File: src/rtl/register_file.sv
// Architectural register file x0-x31 with per-register rename tags.
// Reads merge local state, same-cycle commit bypass and ROB forwarding.
module register_file #(
   parameter int unsigned ROB_WIDTH = 4
) (
   input  logic                 clockIn,
   input  logic                 resetIn,
   input  logic                 readyIn,
   input  logic                 clear,
   input  logic                 regUpdateValid,
   input  logic [4:0]           regUpdateDest,
   input  logic [31:0]          regValue,
   input  logic [ROB_WIDTH-1:0] regUpdateRobId,
   output logic [ROB_WIDTH-1:0] rs1Dep,
   input  logic                 rs1Ready,
   input  logic [31:0]          rs1Value,
   output logic [ROB_WIDTH-1:0] rs2Dep,
   input  logic                 rs2Ready,
   input  logic [31:0]          rs2Value,
   input  logic [4:0]           rs1,
   input  logic [4:0]           rs2,
   output logic [31:0]          val1,
   output logic                 has1,
   output logic [ROB_WIDTH-1:0] tag1,
   output logic [31:0]          val2,
   output logic                 has2,
   output logic [ROB_WIDTH-1:0] tag2,
   input  logic                 renameValid,
   input  logic [4:0]           renameDest,
   input  logic [ROB_WIDTH-1:0] renameRobId
);

   localparam int unsigned NUM_REGS = 32;
   localparam int unsigned DATA_W   = 32;

   logic [DATA_W-1:0]    value_q [NUM_REGS];
   logic [DATA_W-1:0]    value_d [NUM_REGS];
   logic [NUM_REGS-1:0]  busy_q;
   logic [NUM_REGS-1:0]  busy_d;
   logic [ROB_WIDTH-1:0] tag_q   [NUM_REGS];
   logic [ROB_WIDTH-1:0] tag_d   [NUM_REGS];

   logic commit_en;
   logic rename_en;

   assign commit_en = regUpdateValid && (regUpdateDest != 5'd0);
   assign rename_en = renameValid && (renameDest != 5'd0) && !clear;

   // Next state: commit first, then rename overrides busy/tag, then clear wipes busy.
   always_comb begin
      value_d = value_q;
      busy_d  = busy_q;
      tag_d   = tag_q;
      if (commit_en) begin
         value_d[regUpdateDest] = regValue;
         if (tag_q[regUpdateDest] == regUpdateRobId) begin
            busy_d[regUpdateDest] = 1'b0;
         end
      end
      if (rename_en) begin
         busy_d[renameDest] = 1'b1;
         tag_d[renameDest]  = renameRobId;
      end
      if (clear) begin
         busy_d = '0;
      end
   end

   always_ff @(posedge clockIn or negedge resetIn) begin
      if (!resetIn) begin
         for (int i = 0; i < int'(NUM_REGS); i++) begin
            value_q[i] <= '0;
            tag_q[i]   <= '0;
         end
         busy_q <= '0;
      end else if (readyIn) begin
         value_q <= value_d;
         busy_q  <= busy_d;
         tag_q   <= tag_d;
      end
   end

   // Read port 1
   always_comb begin
      has1   = 1'b1;
      val1   = '0;
      tag1   = tag_q[rs1];
      rs1Dep = tag_q[rs1];
      if (rs1 != 5'd0) begin
         if (!busy_q[rs1]) begin
            val1 = value_q[rs1];
         end else if (regUpdateValid && (regUpdateDest == rs1) &&
                      (regUpdateRobId == tag_q[rs1])) begin
            val1 = regValue;
         end else begin
            has1 = rs1Ready;
            val1 = rs1Value;
         end
      end
   end

   // Read port 2
   always_comb begin
      has2   = 1'b1;
      val2   = '0;
      tag2   = tag_q[rs2];
      rs2Dep = tag_q[rs2];
      if (rs2 != 5'd0) begin
         if (!busy_q[rs2]) begin
            val2 = value_q[rs2];
         end else if (regUpdateValid && (regUpdateDest == rs2) &&
                      (regUpdateRobId == tag_q[rs2])) begin
            val2 = regValue;
         end else begin
            has2 = rs2Ready;
            val2 = rs2Value;
         end
      end
   end

endmodule

File: config.mk
export PLATFORM = sky130hd
export DESIGN_NAME = register_file
export DESIGN_NICKNAME = d
export VERILOG_FILES = /design/src/rtl/register_file.sv
export SDC_FILE = /design/constraint.sdc
export NUM_CORES = 2
export LEC_CHECK = 0
export BUFFER_PORTS_ARGS = -buffer_cell sky130_fd_sc_hd__clkbuf_2
export CAP_MARGIN = 0
export CORE_MARGIN = 2
export CORE_UTILIZATION = 50
export CTS_CLUSTER_SIZE = 25
export DETAILED_ROUTE_END_ITERATION = 16
export PLACE_DENSITY = 0.71
export SYNTH_ARGS = -nofsm -noshare
export SYNTH_HDL_FRONTEND = slang
export SYNTH_SLANG_ARGS = --single-unit
File: constraint.sdc
create_clock -name clockIn -period 11.45 [get_ports clockIn]
set_input_delay 2.29 -clock clockIn [delete_from_list [all_inputs] [get_ports clockIn]]
set_output_delay 2.29 -clock clockIn [all_outputs]
set_load 0.01 [all_outputs]
# After elaboration in Yosys (flattened, before gate mapping)
# Index checks and enable logic that the tools add are counted.
dict set report classes {
  n_bitwise 7
  n_reduce_logical 18
  n_lt_le_gt_ge 12
  n_eq_ne 5
  mux 45
}
# cell n
set op_table {}
lappend op_table {{$bwmux 1024} 1}
lappend op_table {{$mux 32} 15}
lappend op_table {{$bmux 32 s5} 2}
lappend op_table {{$demux 32 s5} 1}
lappend op_table {{$bwmux 128} 1}
lappend op_table {{$bmux 4 s5} 3}
lappend op_table {{$and 32x32->32} 1}
lappend op_table {{$not 32->32} 1}
lappend op_table {{$or 32x32->32} 1}
lappend op_table {{$mux 4} 7}
lappend op_table {{$ge 6x6->1 const B} 4}
lappend op_table {{$lt 5x6->1 const B} 4}
lappend op_table {{$not 5->6} 4}
lappend op_table {{$demux 4 s5} 1}
lappend op_table {{$reduce_bool 5->1} 4}
lappend op_table {{$eq 4x4->1} 3}
lappend op_table {{$lt 6x1->1 const B} 2}
lappend op_table {{$logic_and 1x1->1} 11}
lappend op_table {{$bmux 1 s5} 2}
lappend op_table {{$demux 1 s5} 2}
lappend op_table {{$eq 5x5->1} 2}
lappend op_table {{$ge 5x1->1 const B} 2}
lappend op_table {{$mux 1} 10}
lappend op_table {{$reduce_and 2->1} 2}
lappend op_table {{$logic_not 1->1} 1}
dict set report totals {
  reg_bits 1184
  in_bits 132
  wordCells 152
  output_inout_bits 82
}

# Depth between registers and ports, before layout
dict set report depth {
  ltp_word 11
  ltp_mapped 15
  mapped_depth_nobuf 7
}

# Worst setup path before layout
# OpenSTA, ideal clock, no wires.
dict set report synth_timing {
  path_type {input to output}
  from {input port rs1[1]}
  to {output port val1[21]}
  arrival_ps 4746
  setup_slack_ps 4414
  stages 11
  t_required_ps 9160
  path_buffers 6
  cell_sequence {buf_4 -> buf_4 -> buf_6 -> buf_6 -> buf_2 -> buf_1 -> mux4_2 -> mux4_2 -> mux2_2 -> o21ai_0 -> a31oi_1}
}
dict set report synth_via {
  elab_chain_len 9
  elab_cells_between_ends 17
  classes_between {eq/ne: 2; mux: 11; bitwise: 1; reduce/logical: 3}
}
# element line_no
set synth_lines {}
lappend synth_lines {{from (decl)} 20} ;# input logic [4:0] rs1,
lappend synth_lines {{$not 5->6 (not written as such)} {91, 93}}
lappend synth_lines {{$bmux 4 s5} 93} ;# (regUpdateRobId == tag_q[rs1])) begin
lappend synth_lines {{$mux 4 (not written as such) (2 in a row)} 93}
lappend synth_lines {{$eq 4x4->1} 93}
lappend synth_lines {{$logic_and 1x1->1} 92} ;# end else if (regUpdateValid && (regUpdateDest == rs1) &&
lappend synth_lines {{$mux 32} 92}
lappend synth_lines {{$mux 32} 90} ;# if (!busy_q[rs1]) begin
lappend synth_lines {{$mux 32 (*)} 89} ;# if (rs1 != 5'd0) begin
lappend synth_lines {{to (decl)} 22} ;# output logic [31:0] val1,
# Mark *: on every way between the ends. The rest lies on a longest branch, timed or not. The select of a mux whose other input is x is not followed.

# Worst setup path in the final report
dict set report layout_timing {
  from {input port rs2[1]}
  to {output port val2[19]}
}
dict set report layout_via {
  elab_chain_len 9
  elab_cells_between_ends 17
  classes_between {eq/ne: 2; mux: 11; bitwise: 1; reduce/logical: 3}
}
# element line_no
set layout_lines {}
lappend layout_lines {{from (decl)} 21} ;# input logic [4:0] rs2,
lappend layout_lines {{$not 5->6 (not written as such)} {110, 112}}
lappend layout_lines {{$bmux 4 s5} 112} ;# (regUpdateRobId == tag_q[rs2])) begin
lappend layout_lines {{$mux 4 (not written as such) (2 in a row)} 112}
lappend layout_lines {{$eq 4x4->1} 112}
lappend layout_lines {{$logic_and 1x1->1} 111} ;# end else if (regUpdateValid && (regUpdateDest == rs2) &&
lappend layout_lines {{$mux 32} 111}
lappend layout_lines {{$mux 32} 109} ;# if (!busy_q[rs2]) begin
lappend layout_lines {{$mux 32 (*)} 108} ;# if (rs2 != 5'd0) begin
lappend layout_lines {{to (decl)} 25} ;# output logic [31:0] val2,
# Marked as above.

==> flow_metrics.tcl <==
set metrics [dict create \
    final_layout_size_suffix_gt1_share_pct 46.5 \
    grt_overflow 0 \
    firstDrtPassIters 8 \
    outcome "finished clean" \
    layout-area-overhead-vs-synth_pct 9.47 \
    clk_root_buffer_cell "clkbuf_16" \
    cap_viol_max_count 0 \
    clkLatencyLatePin_ns 0.76 \
    nets 4840 \
    clock_path_buffers 3 \
    setup.worst_path.end_class "output port" \
    yosys_most_used_dff "dfrtp_1" \
    postRouteAntennaNets 0 \
    netlist_instances 4829 \
    finalCriticalPeriod_ns 9.02 \
    initial_utilization_pct 50.5 \
    die_y_um 369 \
    synth_cell_type_count 60 \
    num_rows 133 \
    tightest_slew_ns 1.32 \
    tritoncts_clock_tree "done" \
    grt_start_max_net_pins 178 \
    post_layout_nonfiller_instances 6573 \
    report.final.slew_viol_count 0 \
    setup_tns_ns 0 \
    detailroute.via_count 47371 \
    finClkSkew_ns 0.0259 \
    endpoints_failing_setup 0 \
    grt_antenna_before_repair 10 \
    place_inst 6340 \
    cts.reportedPaths.clkPinSlew_ns 0.06 \
    num-fill-cells 10615 \
    drc 0 \
    max_freq_ghz 0.111 \
    ir_worst_vdd_mv 0.126 \
    area_occupied_by_multi_input_gates_mm2 0.0347 \
    seqCellArea_mm2 0.0296 \
    critical_path_class "input port to output port" \
    portBuffers 213 \
    drt-total-wl_mm 230 \
    depth_of_the_cts_h_tree 3 \
    die-area_mm2 0.136 \
    route.detailed.vias_per_inst 7.21 \
    power_leakage_uw 0.0325 \
    layout.cells.most_common "dfrtp_1" \
    globalRouteTotalUtil_pct 33.7 \
    worstSetupStartpointType "input port" \
    post_drt_wl_per_cell_um 35.1 \
    synth_enable_flop_cells 0 \
    num_io_pins 214 \
    report.final.hold_viol_count 0 \
    hpwl_mm 130 \
    timing.slew.headroom_pct 11.3 \
    yosysSeqAreaShare_pct 44.5 \
    holdBufCountCts 0 \
    synth-seq-cells 1184 \
    period_share_pct 78.8 \
    hold_path.class "flip-flop to flip-flop" \
    die-width_um 369 \
    critPathMaxFanout 78 \
    worstPathArrival_ns 6.73 \
    design.core.area_mm2 0.132 \
    post_cts_setup_driven_buffer_insertion_count 0 \
    grt_pass1_wl_mm 334 \
    layout.cells.most_common_list "1,184 x dfrtp_1, 1,109 x mux2_2, 542 x mux4_2, 314 x mux2i_1, 212 x nand2_1" \
    cts_made_buffers 121 \
    clock_sink_count 1184 \
    syn_area_per_cell_um2 13.8 \
    power-per-cell-area_mw_per_mm2 158 \
    rsz0062_at_grt "no" \
    drt_first_iter_violations 6067 \
    cts_repair_resize_count 0 \
    synthesis.area_mm2 0.0666 \
    first_global_vias 47550 \
    ys.warnings.count 0 \
    worst_ep_required_time_ns 9.16 \
    ys_async_sr_fraction_pct 100 \
    syn-num-nets 4961 \
    gp_congestion 0.958 \
]
## cell families (layout without fill, tap and decap cells)
family	count (synthesis)	after routing	synth area share [%]
other cells	0	3	0
buf+inv	565	551	3.92
compound gates	540	540	5.50
simple gates	565	565	4.16
mux	1965	1965	41.8
xor+xnor	10	10	0.131
flops	1184	1184	44.5
## synth_stat cells (all sizes together), types with 10 or more instances
cell	count	area share, %
a211oi	22	0.25
a21oi	104	0.78
a221oi	58	0.76
a22oi	59	0.67
a311oi	15	0.20
a31oi	17	0.16
a41oi	40	0.53
and3	22	0.21
buf	221	2.0
clkbuf	332	1.9
dfrtp	1184	44
inv	12	0.068
mux2	1109	19
mux2i	314	4.7
mux4	542	18
nand2	222	1.3
nand2b	19	0.18
nand3	67	0.50
nand4	30	0.28
nor2	66	0.37
nor2b	28	0.26
nor3	40	0.32
nor3b	10	0.12
o211ai	50	0.56
o21ai	117	0.88
or3	20	0.19
## power breakdown
| part | switching, uW | internal [uW] |
|---|---|---|
| sequential | 392 | 4690 |
| combinational | 997 | 1050 |
| clock | 1770 | 2590 |
## sequential cells by signal, indices dropped and copies added (netlist names)
name and cells:
value_q 1024, tag_q 128, busy_q 32
## worst paths after layout
check	from	endpoint	slack, ns	cells after the start
setup / recovery	rs2[1]	val2[19]	2.43	11
hold / removal	value_q[1021]	value_q[1021]	0.40	0
setup reg to reg	tag_q[19]	busy_q[25]	7.81	7
hold reg to reg	value_q[1021]	value_q[1021]	0.40	0
max in group asynchronous	resetIn	value_q[115]	7.50	3
min in group asynchronous	resetIn	value_q[575]	1.48	1
## worst max-delay path, stage by stage
cell,delay [ns]
buf_8,0.60
buf_4,0.56
nor3_2,0.11
buf_4,0.27
a221oi_1,0.31
and4_1,0.31
or3_1,0.15
and4_2,0.84
a41oi_1,0.25
a21oi_1,0.63
clkbuf_2,0.26
## metrics by stage
stage / hold WS, ns / utilization, % / setup WS, ns / cell area [um^2] / total power, uW
2_1_floorplan: 0.445 / - / 4.41 / 66600 / 6470
3_3_place_gp: 0.381 / 52.0 / 2.63 / 68500 / 7070
3_5_place_dp: 0.388 / 52.0 / 2.66 / 68500 / 7150
4_1_cts: 0.401 / 55.3 / 2.66 / 72900 / 11500
5_1_grt: 0.411 / 55.3 / 2.34 / 72900 / 11900
6_report: 0.400 / 55.3 / 2.43 / 72900 / 11500
## cell type report
cell class                 count  share of cell area, %
tap                         1755                   3.01
sequential                  1184                   40.6
inverter                      12                 0.0618
antenna                        3                 0.0103
clock inverter                57                   1.08
clock buffer                 173                   4.95
multi-input combinational   3080                   47.5
timing repair buffer         309                   2.70
## per-layer routing
layer  share of wire (%)  GRT usage (%)  vias to the layer above
li1                    -              -                    18355
met1                  36           43.1                    24805
met2                  45           50.5                     3323
met3                  13           10.8                      878
met4                 6.7           19.9                       10
met5               0.024              0                        -
No activity file was read; power rests on OpenSTA's default activity.
